File: config.mk
export PLATFORM = sky130hd
export DESIGN_NAME = pwm_bank
export DESIGN_NICKNAME = d
export VERILOG_FILES = /design/src/rtl/pwm_bank.sv
export SDC_FILE = /design/constraint.sdc
export NUM_CORES = 1
export LEC_CHECK = 0
export ABC_CLOCK_PERIOD_IN_PS = 1900
export BUFFER_PORTS_ARGS = -buffer_cell sky130_fd_sc_hd__buf_2
export CAP_MARGIN = 10
export CORE_AREA = 2 2 265 267
export DETAILED_ROUTE_END_ITERATION = 8
export DIE_AREA = 0 0 267 269
export SYNTH_ARGS = -nofsm -noshare
export SYNTH_HDL_FRONTEND = slang
export SYNTH_HIERARCHICAL = 1
export SYNTH_SLANG_ARGS = --single-unit
File: constraint.sdc
create_clock -name clk_i -period 1.9 [get_ports clk_i]
set_input_delay 0.285 -clock clk_i [delete_from_list [all_inputs] [get_ports clk_i]]
set_output_delay 0.285 -clock clk_i [all_outputs]
set_load 0.02 [all_outputs]
File: src/rtl/pwm_bank.sv
// Bus-mapped bank of independent PWM channels with double-buffered duty/period
// and per-channel wrap interrupts.

module pwm_chan #(
    parameter int CtrWidth = 8
) (
    input  logic                clk_i,
    input  logic                rst_i,
    input  logic                en_i,
    input  logic [CtrWidth-1:0] duty_i,
    input  logic [CtrWidth-1:0] period_i,
    output logic                wrap_o,
    output logic                pwm_o
);
    logic [CtrWidth-1:0] cnt_q, cnt_d;
    logic [CtrWidth-1:0] duty_act_q, duty_act_d;
    logic [CtrWidth-1:0] per_act_q, per_act_d;
    logic                pwm_q, pwm_d;

    assign wrap_o = en_i & (cnt_q == per_act_q);
    assign pwm_o  = pwm_q;

    // Active values only move at a wrap, or continuously while disabled.
    always_comb begin
        cnt_d      = cnt_q;
        duty_act_d = duty_act_q;
        per_act_d  = per_act_q;
        pwm_d      = en_i & (cnt_q < duty_act_q);
        if (!en_i || wrap_o) begin
            cnt_d      = '0;
            duty_act_d = duty_i;
            per_act_d  = period_i;
        end else begin
            cnt_d = cnt_q + 1'b1;
        end
    end

    always_ff @(posedge clk_i) begin
        if (rst_i) begin
            cnt_q      <= '0;
            duty_act_q <= '0;
            per_act_q  <= '0;
            pwm_q      <= 1'b0;
        end else begin
            cnt_q      <= cnt_d;
            duty_act_q <= duty_act_d;
            per_act_q  <= per_act_d;
            pwm_q      <= pwm_d;
        end
    end
endmodule

module pwm_bank #(
    parameter int NumChannels = 12,
    parameter int CtrWidth    = 8
) (
    input  logic                   clk_i,
    input  logic                   rst_i,
    input  logic                   device_req_i,
    input  logic [31:0]            device_addr_i,
    input  logic                   device_we_i,
    input  logic [3:0]             device_be_i,
    input  logic [31:0]            device_wdata_i,
    output logic                   device_rvalid_o,
    output logic [31:0]            device_rdata_o,
    output logic                   device_err_o,
    output logic [NumChannels-1:0] pwm_o,
    output logic                   irq_o
);
    logic [NumChannels-1:0] ctrl_q, ctrl_d, ie_q, ie_d, st_q, st_d, w1c, wrap;
    logic [NumChannels-1:0][CtrWidth-1:0] duty_q, duty_d, per_q, per_d;
    logic        rvalid_q, err_q, err_d, hit, wr;
    logic [31:0] rdata_q, rdata_d, rd_word, bemask, wmask;
    logic [4:0]  ch_idx;
    logic        unused_addr;

    function automatic logic [31:0] merge(input logic [31:0] old, input logic [31:0] wm,
                                          input logic [31:0] bm);
        return (old & ~bm) | wm;
    endfunction

    assign unused_addr = ^{device_addr_i[31:12], device_addr_i[1:0]};
    assign wr     = device_req_i & device_we_i;
    assign ch_idx = device_addr_i[7:3];
    assign bemask = {{8{device_be_i[3]}}, {8{device_be_i[2]}},
                     {8{device_be_i[1]}}, {8{device_be_i[0]}}};
    assign wmask  = device_wdata_i & bemask;

    always_comb begin
        ctrl_d  = ctrl_q;
        ie_d    = ie_q;
        duty_d  = duty_q;
        per_d   = per_q;
        w1c     = '0;
        hit     = 1'b0;
        rd_word = '0;
        if (device_addr_i[11:2] == 10'd0) begin
            hit     = 1'b1;
            rd_word = 32'(ctrl_q);
            if (wr) ctrl_d = NumChannels'(merge(32'(ctrl_q), wmask, bemask));
        end else if (device_addr_i[11:2] == 10'd1) begin
            hit     = 1'b1;
            rd_word = 32'(st_q);
            if (wr) w1c = NumChannels'(wmask);
        end else if (device_addr_i[11:2] == 10'd2) begin
            hit     = 1'b1;
            rd_word = 32'(ie_q);
            if (wr) ie_d = NumChannels'(merge(32'(ie_q), wmask, bemask));
        end else if (device_addr_i[11:8] == 4'h1) begin
            // Channels beyond NumChannels never match, so they fall out as errors.
            for (int i = 0; i < NumChannels; i++) begin
                if (ch_idx == 5'(i)) begin
                    hit = 1'b1;
                    if (device_addr_i[2]) begin
                        rd_word = 32'(per_q[i]);
                        if (wr) per_d[i] = CtrWidth'(merge(32'(per_q[i]), wmask, bemask));
                    end else begin
                        rd_word = 32'(duty_q[i]);
                        if (wr) duty_d[i] = CtrWidth'(merge(32'(duty_q[i]), wmask, bemask));
                    end
                end
            end
        end
        // Error accesses must not modify anything.
        if (!hit) begin
            ctrl_d = ctrl_q;
            ie_d   = ie_q;
            duty_d = duty_q;
            per_d  = per_q;
            w1c    = '0;
        end
        st_d    = (st_q & ~w1c) | wrap;
        err_d   = device_req_i & ~hit;
        rdata_d = (device_req_i & ~device_we_i & hit) ? rd_word : '0;
    end

    always_ff @(posedge clk_i) begin
        if (rst_i) begin
            ctrl_q   <= '0;
            ie_q     <= '0;
            st_q     <= '0;
            duty_q   <= '0;
            per_q    <= '0;
            rvalid_q <= 1'b0;
            rdata_q  <= '0;
            err_q    <= 1'b0;
        end else begin
            ctrl_q   <= ctrl_d;
            ie_q     <= ie_d;
            st_q     <= st_d;
            duty_q   <= duty_d;
            per_q    <= per_d;
            rvalid_q <= device_req_i;
            rdata_q  <= rdata_d;
            err_q    <= err_d;
        end
    end

    for (genvar g = 0; g < NumChannels; g++) begin : g_ch
        pwm_chan #(.CtrWidth(CtrWidth)) u_chan (
            .clk_i    (clk_i),
            .rst_i    (rst_i),
            .en_i     (ctrl_q[g]),
            .duty_i   (duty_q[g]),
            .period_i (per_q[g]),
            .wrap_o   (wrap[g]),
            .pwm_o    (pwm_o[g])
        );
    end

    assign device_rvalid_o = rvalid_q;
    assign device_rdata_o  = rdata_q;
    assign device_err_o    = err_q;
    assign irq_o           = |(st_q & ie_q);
endmodule

==> flow_summary_export.csv <==
group,metric,value,unit
cts,cts-root-buf,"clkbuf_16",
detailed_routing,drt-initial-drc-count,1673,
worst_setup_path,critical_path_class,"reg2out",
yosys,ys_types,59,
cts,cts_buffer_depth,3,
yosys,synth_area,27300,um2
worst_setup_path,endpoint_kind,"output port",
worst_setup_path,r2r-end,"device_rdata_o[5]$_SDFF_PP0_",
worst_setup_path,cp-endpoint,"irq_o",
detailed_routing,ant_nets,0,
finish,stdcell_count,4161,
finish,drive_gt1_frac,0.145,
floorplan,placementRows,97,
timing,worst_pin_slew,688,ps
floorplan,die_area,71800,um2
global_routing,antenna_found_initial,5,
worst_setup_path,cp.arrival,1770,ps
worst_setup_path,critPathBufInv,1,
worst_setup_path,cp_cell_sequence,"a22o_4 > a221oi_4 > nand3_2 > buf_6",
detailed_routing,drt-vias-per-instance,5.02,
timing,slew_headroom,0.541,
global_routing,gr-total-overflow,0,
cts,clk_latency,640,ps
power,power.leakage,11.3,nW
placed_design,port_buffers,54,
worst_setup_path,r2r_cells,7,
timing,fmax,0.487,GHz
yosys,async_reset_ff_frac,0,
finish,synthToLayoutAreaGrowth,17.6,%
worst_setup_path,r2r_slack,40,ps
floorplan,die_w,267,um
placed_design,gp_congestion,0.963,
run,cap_violations,0,
timing,layout_setup_ws,-152,ps
cts,h-tree-depth,2,
yosys,seq_area_frac_synth,0.398,
detailed_routing,drc,0,
timing,hold_viol,0,
yosys,synth_commonest_cells,"dfxtp_1 (542), nand2b_1 (402), mux2i_1 (392)",
cts,clock_sinks,542,
yosys,synth.most_common_cell,"dfxtp_1",
min_path,min_path_type,"in2reg",
timing,finalSetupTns,-152,ps
timing,slew_viol_final,0,
cts,cts_tree,"yes",
worst_setup_path,crit_start,"st_q[0]$_SDFF_PP0_",
yosys,muxShareOfSynthArea,0.154,
placed_design,dp_hpwl,53.0,mm
cts,clk_pin_slew,60,ps
worst_setup_path,required,1620,ps
worst_setup_path,critPathLaunchType,"register",
floorplan,die_y,269,um
yosys,yosys-top-cells-area,"dfxtp_1 (40%), mux2i_1 (14%), nand2b_1 (9.2%)",
worst_setup_path,slowest_delay,360,ps
yosys,synth_top_cell_area_share,0.398,
outcome,status,"finished, violations left",
power,vdd_ir_drop_max,0.000655,V
yosys,synth-simple-area-share,0.207,
timing,finalSetupViolCount,1,
yosys,synth_area_per_cell,9.16,um2
floorplan,core_area,69300,um2
cts,numCtsBuffers,61,
floorplan,start_util,0.394,
timing,skew,34.0,ps
finish,num_antenna_cells,0,
detailed_routing,dr.pass1.iters,6,
yosys,synthAdderAreaFrac,0.0440,
global_routing,grt_max_degree,165,
floorplan,io_pins,119,
yosys,synth_xor_area_frac,0.0540,
worst_setup_path,crit_fanout,3,
global_routing,grt_pass1_vias,19900,
worst_setup_path,cp_slowest_cell,"dfxtp_4",
detailed_routing,dr_total_vias,20900,
yosys,synth_cells,2977,
placed_design,dp.cells,4042,
finish,nets,3340,
timing,finalCritPeriodShare,1.08,
detailed_routing,wire_per_inst,17.4,um
global_routing,grt_use_total,0.201,
yosys,synth_compound_area_frac,0.0907,
power,p_per_area,760,nW/um2
placed_design,dp_slack,-535,ps
yosys,synth_edf_count,0,
timing,rsz0062_at_grt,"true",
yosys,synth_top_area_cell,"dfxtp_1",
detailed_routing,routed_wl,72.5,mm
yosys,ys_warn_count,6,
worst_setup_path,crit_family,"compound AO/OA/AOI/OAI gates",
worst_setup_path,critical_path_depth,4,
timing,min_period,2050,ps
yosys,synth_top_family_by_area,"simple AND/OR/NAND/NOR gates",
global_routing,grt_pass1_wl,114,mm
outcome,violations,"negative setup slack",
yosys,synth_ff_type,"dfxtp_1",
yosys,ys_seq_elements,542,
worst min path at each step:
stage	slack, ps	cells after the start	end	from
5_1_grt	30	3	g_ch[11].u_chan/duty_act_q[4]$_SDFFE_PP0P_	rst_i
3_3_place_gp	460	2	g_ch[4].u_chan/duty_act_q[2]$_SDFFE_PP0P_	g_ch[4].u_chan/duty_act_q[2]$_SDFFE_PP0P_
2_1_floorplan	430	2	register	device_wdata_i[11]
3_5_place_dp	470	2	g_ch[4].u_chan/duty_act_q[0]$_SDFFE_PP0P_	g_ch[4].u_chan/duty_act_q[0]$_SDFFE_PP0P_
6_report	40	3	g_ch[11].u_chan/duty_act_q[6]$_SDFFE_PP0P_	rst_i
4_1_cts	20	3	register	device_wdata_i[3]
through the flow:
step,total power [mW],hold WS [ps],cell area [um2],utilization
final,24.4,35.8,32100,0.463
after global routing,25.2,34.0,32100,0.463
after CTS,24.6,16.8,32000,0.462
after detailed placement,12.6,467,29900,0.431
after global placement,12.6,461,29900,0.431
after floorplan,12.2,432,27400,-
final cells by class:
type                       instances  area, um2
clock inverter                    23        253
timing repair buffer             295       2450
clock buffer                      89       1790
fill                            6611      37200
tap                              940       1180
inverter                         109        409
multi-input combinational       2163      15100
sequential                       542      10900
worst min-delay path, delay by kind of cell:
family,cells,cell delay [ps]
buffers and inverters,1,160
multiplexers,1,50
AND/OR/NAND/NOR,1,120
report_power, final:
group          switching, mW  internal, mW  total, mW
combinational          0.604         0.407       1.01
clock                   4.92          7.07       12.0
sequential          0.000810          11.4       11.4
total                   5.53          18.8       24.4
routing by layer:
| metal | routed length [um] | up-vias | global-route usage |
|---|---|---|---|
| met5 | 56 | - | 0 |
| met4 | 2370 | 10 | 0.0714 |
| met2 | 31700 | 482 | 0.310 |
| met3 | 3600 | 138 | 0.0332 |
| met1 | 34800 | 9789 | 0.283 |
| li1 | - | 10400 | - |
cells in the final DEF (no fill, tap or decap), types with 36 or more instances in the layout:
| master | netlist | final |
|---|---|---|
| a21oi_1 | 156 | 156 |
| buf_2 | 22 | 51 |
| buf_4 | 27 | 209 |
| clkbuf_16 | 0 | 62 |
| dfxtp_1 | 542 | 537 |
| ha_1 | 96 | 96 |
| inv_1 | 109 | 109 |
| mux2i_1 | 392 | 391 |
| nand2_1 | 161 | 161 |
| nand2b_1 | 402 | 402 |
| nand3_1 | 48 | 47 |
| nor2_1 | 291 | 291 |
| o21a_1 | 36 | 36 |
| o21ai_0 | 43 | 43 |
| o21ai_1 | 73 | 73 |
| xnor2_1 | 138 | 138 |
logic make-up after synthesis:
group / after synthesis
adder cells (fa/ha/maj): 96
buffers and inverters: 291
flip-flops: 542
multiplexers: 416
AO/OA/AOI/OAI: 413
other: 1
AND/OR/NAND/NOR: 1050
XOR/XNOR: 168
what timing repair did:
item	CTS	global route
resized for setup	14	10
pin swaps	4	5
endpoints found under the setup margin	3	5
hold buffers	5	0
hold endpoints to repair	14	0
setup buffers	2	0
Note: power is estimated with default switching activity, not from simulation.
